**src/rtl/aesha_loader_pkg.sv**
```systemverilog
// rtl/aesha_loader_pkg.sv - shared state, phase and mode encodings for the AESHA input loader
package aesha_loader_pkg;

    localparam logic [2:0] ST_IDLE      = 3'd0;
    localparam logic [2:0] ST_LOAD_KEY  = 3'd1;
    localparam logic [2:0] ST_LOAD_DATA = 3'd2;
    localparam logic [2:0] ST_ISSUE     = 3'd3;
    localparam logic [2:0] ST_WAIT      = 3'd4;
    localparam logic [2:0] ST_DONE      = 3'd5;

    localparam logic [1:0] PHASE_IDLE = 2'd0;
    localparam logic [1:0] PHASE_KEY  = 2'd1;
    localparam logic [1:0] PHASE_DATA = 2'd2;
    localparam logic [1:0] PHASE_CORE = 2'd3;

    localparam logic MODE_AES    = 1'b0;
    localparam logic MODE_KECCAK = 1'b1;

    function automatic logic [1:0] phase_of(input logic [2:0] st);
        case (st)
            ST_LOAD_KEY:       phase_of = PHASE_KEY;
            ST_LOAD_DATA:      phase_of = PHASE_DATA;
            ST_ISSUE, ST_WAIT: phase_of = PHASE_CORE;
            default:           phase_of = PHASE_IDLE;
        endcase
    endfunction

endpackage

```
**src/rtl/aesha_strobe_sync.sv**
```systemverilog
// rtl/aesha_strobe_sync.sv - write strobe synchroniser and edge detector; optional debouncer under AESHA_LOADER_DEBOUNCE_EN
module aesha_strobe_sync #(
    parameter int DEBOUNCE_CYCLES = 16
) (
    input  logic clk,
    input  logic rst_n,
    input  logic strobe,
    output logic write_event
);

`ifdef AESHA_LOADER_DEBOUNCE_EN
    localparam int DB_ENABLE = 1;
`else
    localparam int DB_ENABLE = 0;
`endif
    localparam int DB_CYCLES = DEBOUNCE_CYCLES * DB_ENABLE;

    logic sync_1;
    logic sync_2;
    logic level;
    logic level_prev;

    always_ff @(posedge clk or negedge rst_n) begin
        if (!rst_n) begin
            sync_1 <= 1'b0;
            sync_2 <= 1'b0;
        end else begin
            sync_1 <= strobe;
            sync_2 <= sync_1;
        end
    end

    generate
        if (DB_CYCLES > 0) begin : g_debounce
            localparam int CW = $clog2(DB_CYCLES + 1);
            logic [CW-1:0] stable_cnt;
            logic          filtered;

            // The filtered level follows only after DB_CYCLES consecutive disagreeing samples.
            always_ff @(posedge clk or negedge rst_n) begin
                if (!rst_n) begin
                    stable_cnt <= '0;
                    filtered   <= 1'b0;
                end else if (sync_2 == filtered) begin
                    stable_cnt <= '0;
                end else if (stable_cnt == CW'(DB_CYCLES - 1)) begin
                    stable_cnt <= '0;
                    filtered   <= sync_2;
                end else begin
                    stable_cnt <= stable_cnt + 1'b1;
                end
            end
            assign level = filtered;
        end else begin : g_direct
            assign level = sync_2;
        end
    endgenerate

    always_ff @(posedge clk or negedge rst_n) begin
        if (!rst_n) begin
            level_prev <= 1'b0;
        end else begin
            level_prev <= level;
        end
    end

    assign write_event = level & ~level_prev;

endmodule

```
**src/rtl/aesha_input_loader.sv**
```systemverilog
// rtl/aesha_input_loader.sv - assembles AESHA key/data operands from manually entered bytes and starts the core
// Optional write-strobe debouncer: AESHA_LOADER_DEBOUNCE_EN
import aesha_loader_pkg::*;

module aesha_input_loader #(
    parameter int KEY_BYTES       = 16,
    parameter int DATA_BYTES      = 64,
    parameter int AES_DATA_BYTES  = 16,
    parameter int DEBOUNCE_CYCLES = 16
) (
    input  logic                    i_clk,
    input  logic                    i_reset_n,
    input  logic [7:0]              i_byte,
    input  logic                    i_wr,
    input  logic                    i_clear,
    input  logic                    i_aes_or_keccak,
    input  logic                    i_enc_or_dec,
    input  logic                    i_busy,
    input  logic                    i_done,
    output logic [8*KEY_BYTES-1:0]  o_key,
    output logic [8*DATA_BYTES-1:0] o_data,
    output logic                    o_aes_or_keccak,
    output logic                    o_enc_or_dec,
    output logic                    o_start,
    output logic [6:0]              o_count,
    output logic [1:0]              o_phase,
    output logic                    o_overrun
);

    localparam int         KW          = 8 * KEY_BYTES;
    localparam int         DW          = 8 * DATA_BYTES;
    localparam logic [6:0] KEY_LAST    = 7'(KEY_BYTES);
    localparam logic [6:0] DATA_LAST_A = 7'(AES_DATA_BYTES);
    localparam logic [6:0] DATA_LAST_K = 7'(DATA_BYTES);

    logic [2:0] state;
    logic       wr_event;
    logic [6:0] count_next;
    logic [6:0] data_last;

    aesha_strobe_sync #(
        .DEBOUNCE_CYCLES(DEBOUNCE_CYCLES)
    ) u_strobe_sync (
        .clk        (i_clk),
        .rst_n      (i_reset_n),
        .strobe     (i_wr),
        .write_event(wr_event)
    );

    assign count_next = o_count + 7'd1;
    assign data_last  = (o_aes_or_keccak == MODE_AES) ? DATA_LAST_A : DATA_LAST_K;
    assign o_phase    = phase_of(state);
    // Start is combinational so a busy core delays it without losing a cycle once busy drops.
    assign o_start    = (state == ST_ISSUE) && !i_busy && !i_clear;

    always_ff @(posedge i_clk or negedge i_reset_n) begin
        if (!i_reset_n) begin
            state           <= ST_IDLE;
            o_key           <= '0;
            o_data          <= '0;
            o_aes_or_keccak <= 1'b0;
            o_enc_or_dec    <= 1'b0;
            o_count         <= '0;
            o_overrun       <= 1'b0;
        end else if (i_clear) begin
            state     <= ST_IDLE;
            o_key     <= '0;
            o_data    <= '0;
            o_count   <= '0;
            o_overrun <= 1'b0;
        end else begin
            case (state)
                ST_IDLE, ST_DONE: begin
                    if (wr_event) begin
                        o_aes_or_keccak <= i_aes_or_keccak;
                        o_enc_or_dec    <= i_enc_or_dec;
                        o_count         <= 7'd1;
                        if (i_aes_or_keccak == MODE_KECCAK) begin
                            o_key  <= '0;
                            o_data <= DW'(i_byte);
                            state  <= ST_LOAD_DATA;
                        end else begin
                            o_key  <= KW'(i_byte);
                            o_data <= '0;
                            state  <= ST_LOAD_KEY;
                        end
                    end
                end
                ST_LOAD_KEY: begin
                    if (wr_event) begin
                        o_key <= {o_key[KW-9:0], i_byte};
                        if (count_next == KEY_LAST) begin
                            o_count <= '0;
                            state   <= ST_LOAD_DATA;
                        end else begin
                            o_count <= count_next;
                        end
                    end
                end
                ST_LOAD_DATA: begin
                    // AES data stays in the low field because the upper bits were cleared at load start.
                    if (wr_event) begin
                        o_data  <= {o_data[DW-9:0], i_byte};
                        o_count <= count_next;
                        if (count_next == data_last) begin
                            state <= ST_ISSUE;
                        end
                    end
                end
                ST_ISSUE: begin
                    if (wr_event) begin
                        o_overrun <= 1'b1;
                    end
                    if (!i_busy) begin
                        state <= ST_WAIT;
                    end
                end
                ST_WAIT: begin
                    if (wr_event) begin
                        o_overrun <= 1'b1;
                    end
                    if (i_done) begin
                        state <= ST_DONE;
                    end
                end
                default: state <= ST_IDLE;
            endcase
        end
    end

endmodule

```
**config.mk**
```make
export PLATFORM = sky130hd
export DESIGN_NAME = aesha_input_loader
export DESIGN_NICKNAME = d
export VERILOG_FILES = /design/src/rtl/aesha_loader_pkg.sv /design/src/rtl/aesha_strobe_sync.sv /design/src/rtl/aesha_input_loader.sv
export SDC_FILE = /design/constraint.sdc
export NUM_CORES = 1
export LEC_CHECK = 0
export ABC_AREA = 1
export CORE_MARGIN = 2
export CORE_UTILIZATION = 38
export DETAILED_ROUTE_END_ITERATION = 10
export GPL_TIMING_DRIVEN = 0
export PLACE_DENSITY = 0.68
export SETUP_SLACK_MARGIN = 0.5
export SLEW_MARGIN = 10
export SYNTH_ARGS = -nofsm -noshare
export SYNTH_HDL_FRONTEND = slang
export SYNTH_HIERARCHICAL = 1
export SYNTH_SLANG_ARGS = --single-unit
```
**constraint.sdc**
```tcl
create_clock -name i_clk -period 1.95 [get_ports i_clk]
set_input_delay 0.195 -clock i_clk [delete_from_list [all_inputs] [get_ports i_clk]]
set_output_delay 0.195 -clock i_clk [all_outputs]
set_load 0.05 [all_outputs]
```
==> metrics.csv <==
metric;value;unit
full die area;0.06774;sq mm
Hold WC Path Type;in -> async;
total wire length;96580;um
GRT Residual Overflow;0;
Setup Skew;0.01485;ns
largest net degree at the start of global routing;115;
Post-Synthesis Cell Area;0.02496;sq mm
first-pass GRT wire length;137500;um
clk buf depth;3;
H-tree levels;3;
Ports;669;
Final GP Congestion;0.9625;
violated checks;negative hold slack;
power share of the clock group;0.391;
setup slack at placement;-0.4523;ns
worst setup margin;0.02758;ns
Yosys top cell by area;dfrtp_1;
crit start category;register;
post-synthesis sequential area ratio;0.6577;
DP Area;0.03354;sq mm
vias in the first global route;21926;
Via density;5.415;
port bufs;668;
Num CTS Buffers;71;
r2r worst-path depth;10;
share of the synthesized area in the top cell type;0.6577;
share of cells above drive strength 1;0.1881;
DR iter-0 viols;1929;
peak supply drop;0.5773;mV
clk sink count;656;
RSZ-0062 raised after global routing;true;
crit path kind;reg -> reg;
Pleak;18.77;nW
Final ANT Viol Nets;0;
synth warn;6;
Non-Filler Instances;4126;
Final Hold Vio Count;89;
Starting Density;0.3858;
Avg Cell Area, Syn;10.45;sq um
Chip Height;260.3;um
Distinct cells, synth;27;
First-pass DRT Iterations;6;
Root Driver;clkbuf_16;
Seq cells post-synth;656;
syn_nets;2405;
Crit Reg-Reg Endpoint;o_data[263]$_DFFE_PN0P_;
Design Area, Final;0.03832;sq mm
internal power;24.35;mW
cell count after synthesis;2388;
Comb pwr share;0.201;
placed insts;3917;
leading cell type in the layout, fill and taps excluded;dfrtp_1;
arrival time of the worst setup path;2.40;ns
Std-Cell Rows;93;
share of power burned in registers;0.408;
TritonCTS clock tree;yes;
Sw Pwr;9.633;mW
worst r2r src;state[0]$_DFFE_PN0P_;
r2r setup slk;0.03;ns
top cells by area, synth;dfrtp_1 66%, o22ai_1 13%, inv_1 8.3%;
Least-Margin Pin Slew;0.7312;ns
final period utilization;0.9859;
Worst Setup End Kind;register;
wire per inst;23.41;um
Final Util;0.5923;
Chip Width;260.3;um
# setup viols final;0;
Max Slew Vio Count;0;
CORE AREA;0.06470;sq mm
Tot GR Track Use;0.2651;
Sw Share;0.2834;
initial antenna violation count;7;
WP data required;2.43;ns
most frequent cells in the layout;637 x dfrtp_1, 629 x dlygate4sd2_1, 541 x inv_1;
fin crit period;1.922;ns
Worst-path clk slew;0.07;ns
fmax;0.5202;GHz
vias post-DR;22341;
outcome;finished with violations;
post-DP HPWL;68290;um
max_cap viols;0;
fin nets;3238;
hold_ws;-0.3817;ns
clock latency on the worst-skew pair;0.60;ns
Slew HR;0.5125;
Critical Path Fanout Max;10;
Layout area overhead;53.54;%
drt drc;0;
Pwr Density;886.9;mW/mm^2
==> metrics by stage <==
stage	TNS, ns	hold slack, ns	total power [mW]
after floorplan	0	-0.1006	17.01
after global placement	-	0.3468	18.34
after detailed placement	-175.16	0.2605	18.48
after CTS	0	-0.3900	32.52
after global routing	-0.9097	-0.3417	35.02
final	0	-0.3817	33.99
==> power groups by stage <==
| stage | registers (mW) | logic, mW | clock network, mW |
|---|---|---|---|
| 2_1_floorplan | 14.4 | 2.58 | 0 |
| 3_3_place_gp | 14.1 | 4.20 | 0 |
| 3_5_place_dp | 14.1 | 4.37 | 0 |
| 4_1_cts | 13.9 | 5.22 | 13.4 |
| 5_1_grt | 13.9 | 7.18 | 14.0 |
| 6_report | 13.9 | 6.82 | 13.3 |
==> worst max path at each step <==
stage / startpoint / end / slack [ns] / cells past startpoint
final: state[0]$_DFFE_PN0P_ / o_data[263]$_DFFE_PN0P_ / 0.03 / 10
after global routing: state[0]$_DFFE_PN0P_ / o_data[263]$_DFFE_PN0P_ / -0.04 / 11
after CTS: state[0]$_DFFE_PN0P_ / o_start / 0.04 / 7
after detailed placement: i_clear / o_start / -0.45 / 4
after global placement: i_reset_n / o_count[1]$_DFFE_PN0P_ / -29.89 / 1
after floorplan: o_count[2]$_DFFE_PN0P_ / state[0]$_DFFE_PN0P_ / 0.29 / 13
==> cell usage after synthesis (all sizes together) <==
cell type	number
dfrtp	656
inv	552
o22ai	514
nand2	161
o21ai	142
buf	129
nand4	127
clkbuf	52
nand3	22
nor2	15
a21oi	9
a31oi	2
nor3	2
a22o	1
clkinv	1
ha	1
mux2	1
o31ai	1
==> cell type report <==
type | instances | area, sq um
Buffer | 181 | 1802
Timing Repair Buffer | 759 | 7432
Clock buffer | 98 | 2019
Clock inverter | 23 | 236.5
Fill cell | 5371 | 26380
Antenna cell | 2 | 5.005
Inverter | 553 | 2090
Multi-Input combinational cell | 999 | 7227
Tap cell | 855 | 1070
Sequential cell | 656 | 16440
==> critical path, stage by stage, from the launching register on <==
cell       delay [ns]
dfrtp_1          0.39
inv_2            0.11
buf_12           0.12
nand3_4          0.08
buf_6            0.13
a31oi_4          0.23
buf_12           0.17
buf_8            0.13
clkbuf_16        0.18
buf_8            0.14
o22ai_1          0.09
==> state kept, by name, indices dropped and copies added (netlist names) <==
register,count
o_data,512
o_key,128
o_count,7
state,3
o_aes_or_keccak,1
o_enc_or_dec,1
o_overrun,1
u_strobe_sync/level,1
u_strobe_sync/level_prev,1
u_strobe_sync/sync_1,1
==> what timing repair did <==
item | CTS | global route
pin swaps | 12 | 21
endpoints found under the hold margin | 89 | 89
endpoints found under the setup margin | 1402 | 1394
cloned | 11 | 24
setup buffers | 34 | 17
gates resized for setup | 924 | 298
==> metal layers <==
| metal | global-route usage | share of wire | vias to the layer above |
|---|---|---|---|
| li1 | - | - | 9787 |
| met1 | 0.3227 | 0.38 | 11327 |
| met2 | 0.4453 | 0.49 | 979 |
| met3 | 0.07653 | 0.088 | 240 |
| met4 | 0.1027 | 0.043 | 8 |
| met5 | 0 | 0.00053 | - |
==> kinds of logic (layout without fill, tap and decap cells) <==
family          count (synthesis)  after routing  synth area share
flops                         656            656            0.6577
fa+ha+maj                       1              1         0.0005012
compound gates                669            669            0.1609
simple gates                  327            328           0.06392
mux                             1              1         0.0004512
other cells                     0              2                 0
buf+inv                       734           1614            0.1165
(Power assumes the default switching activity.)
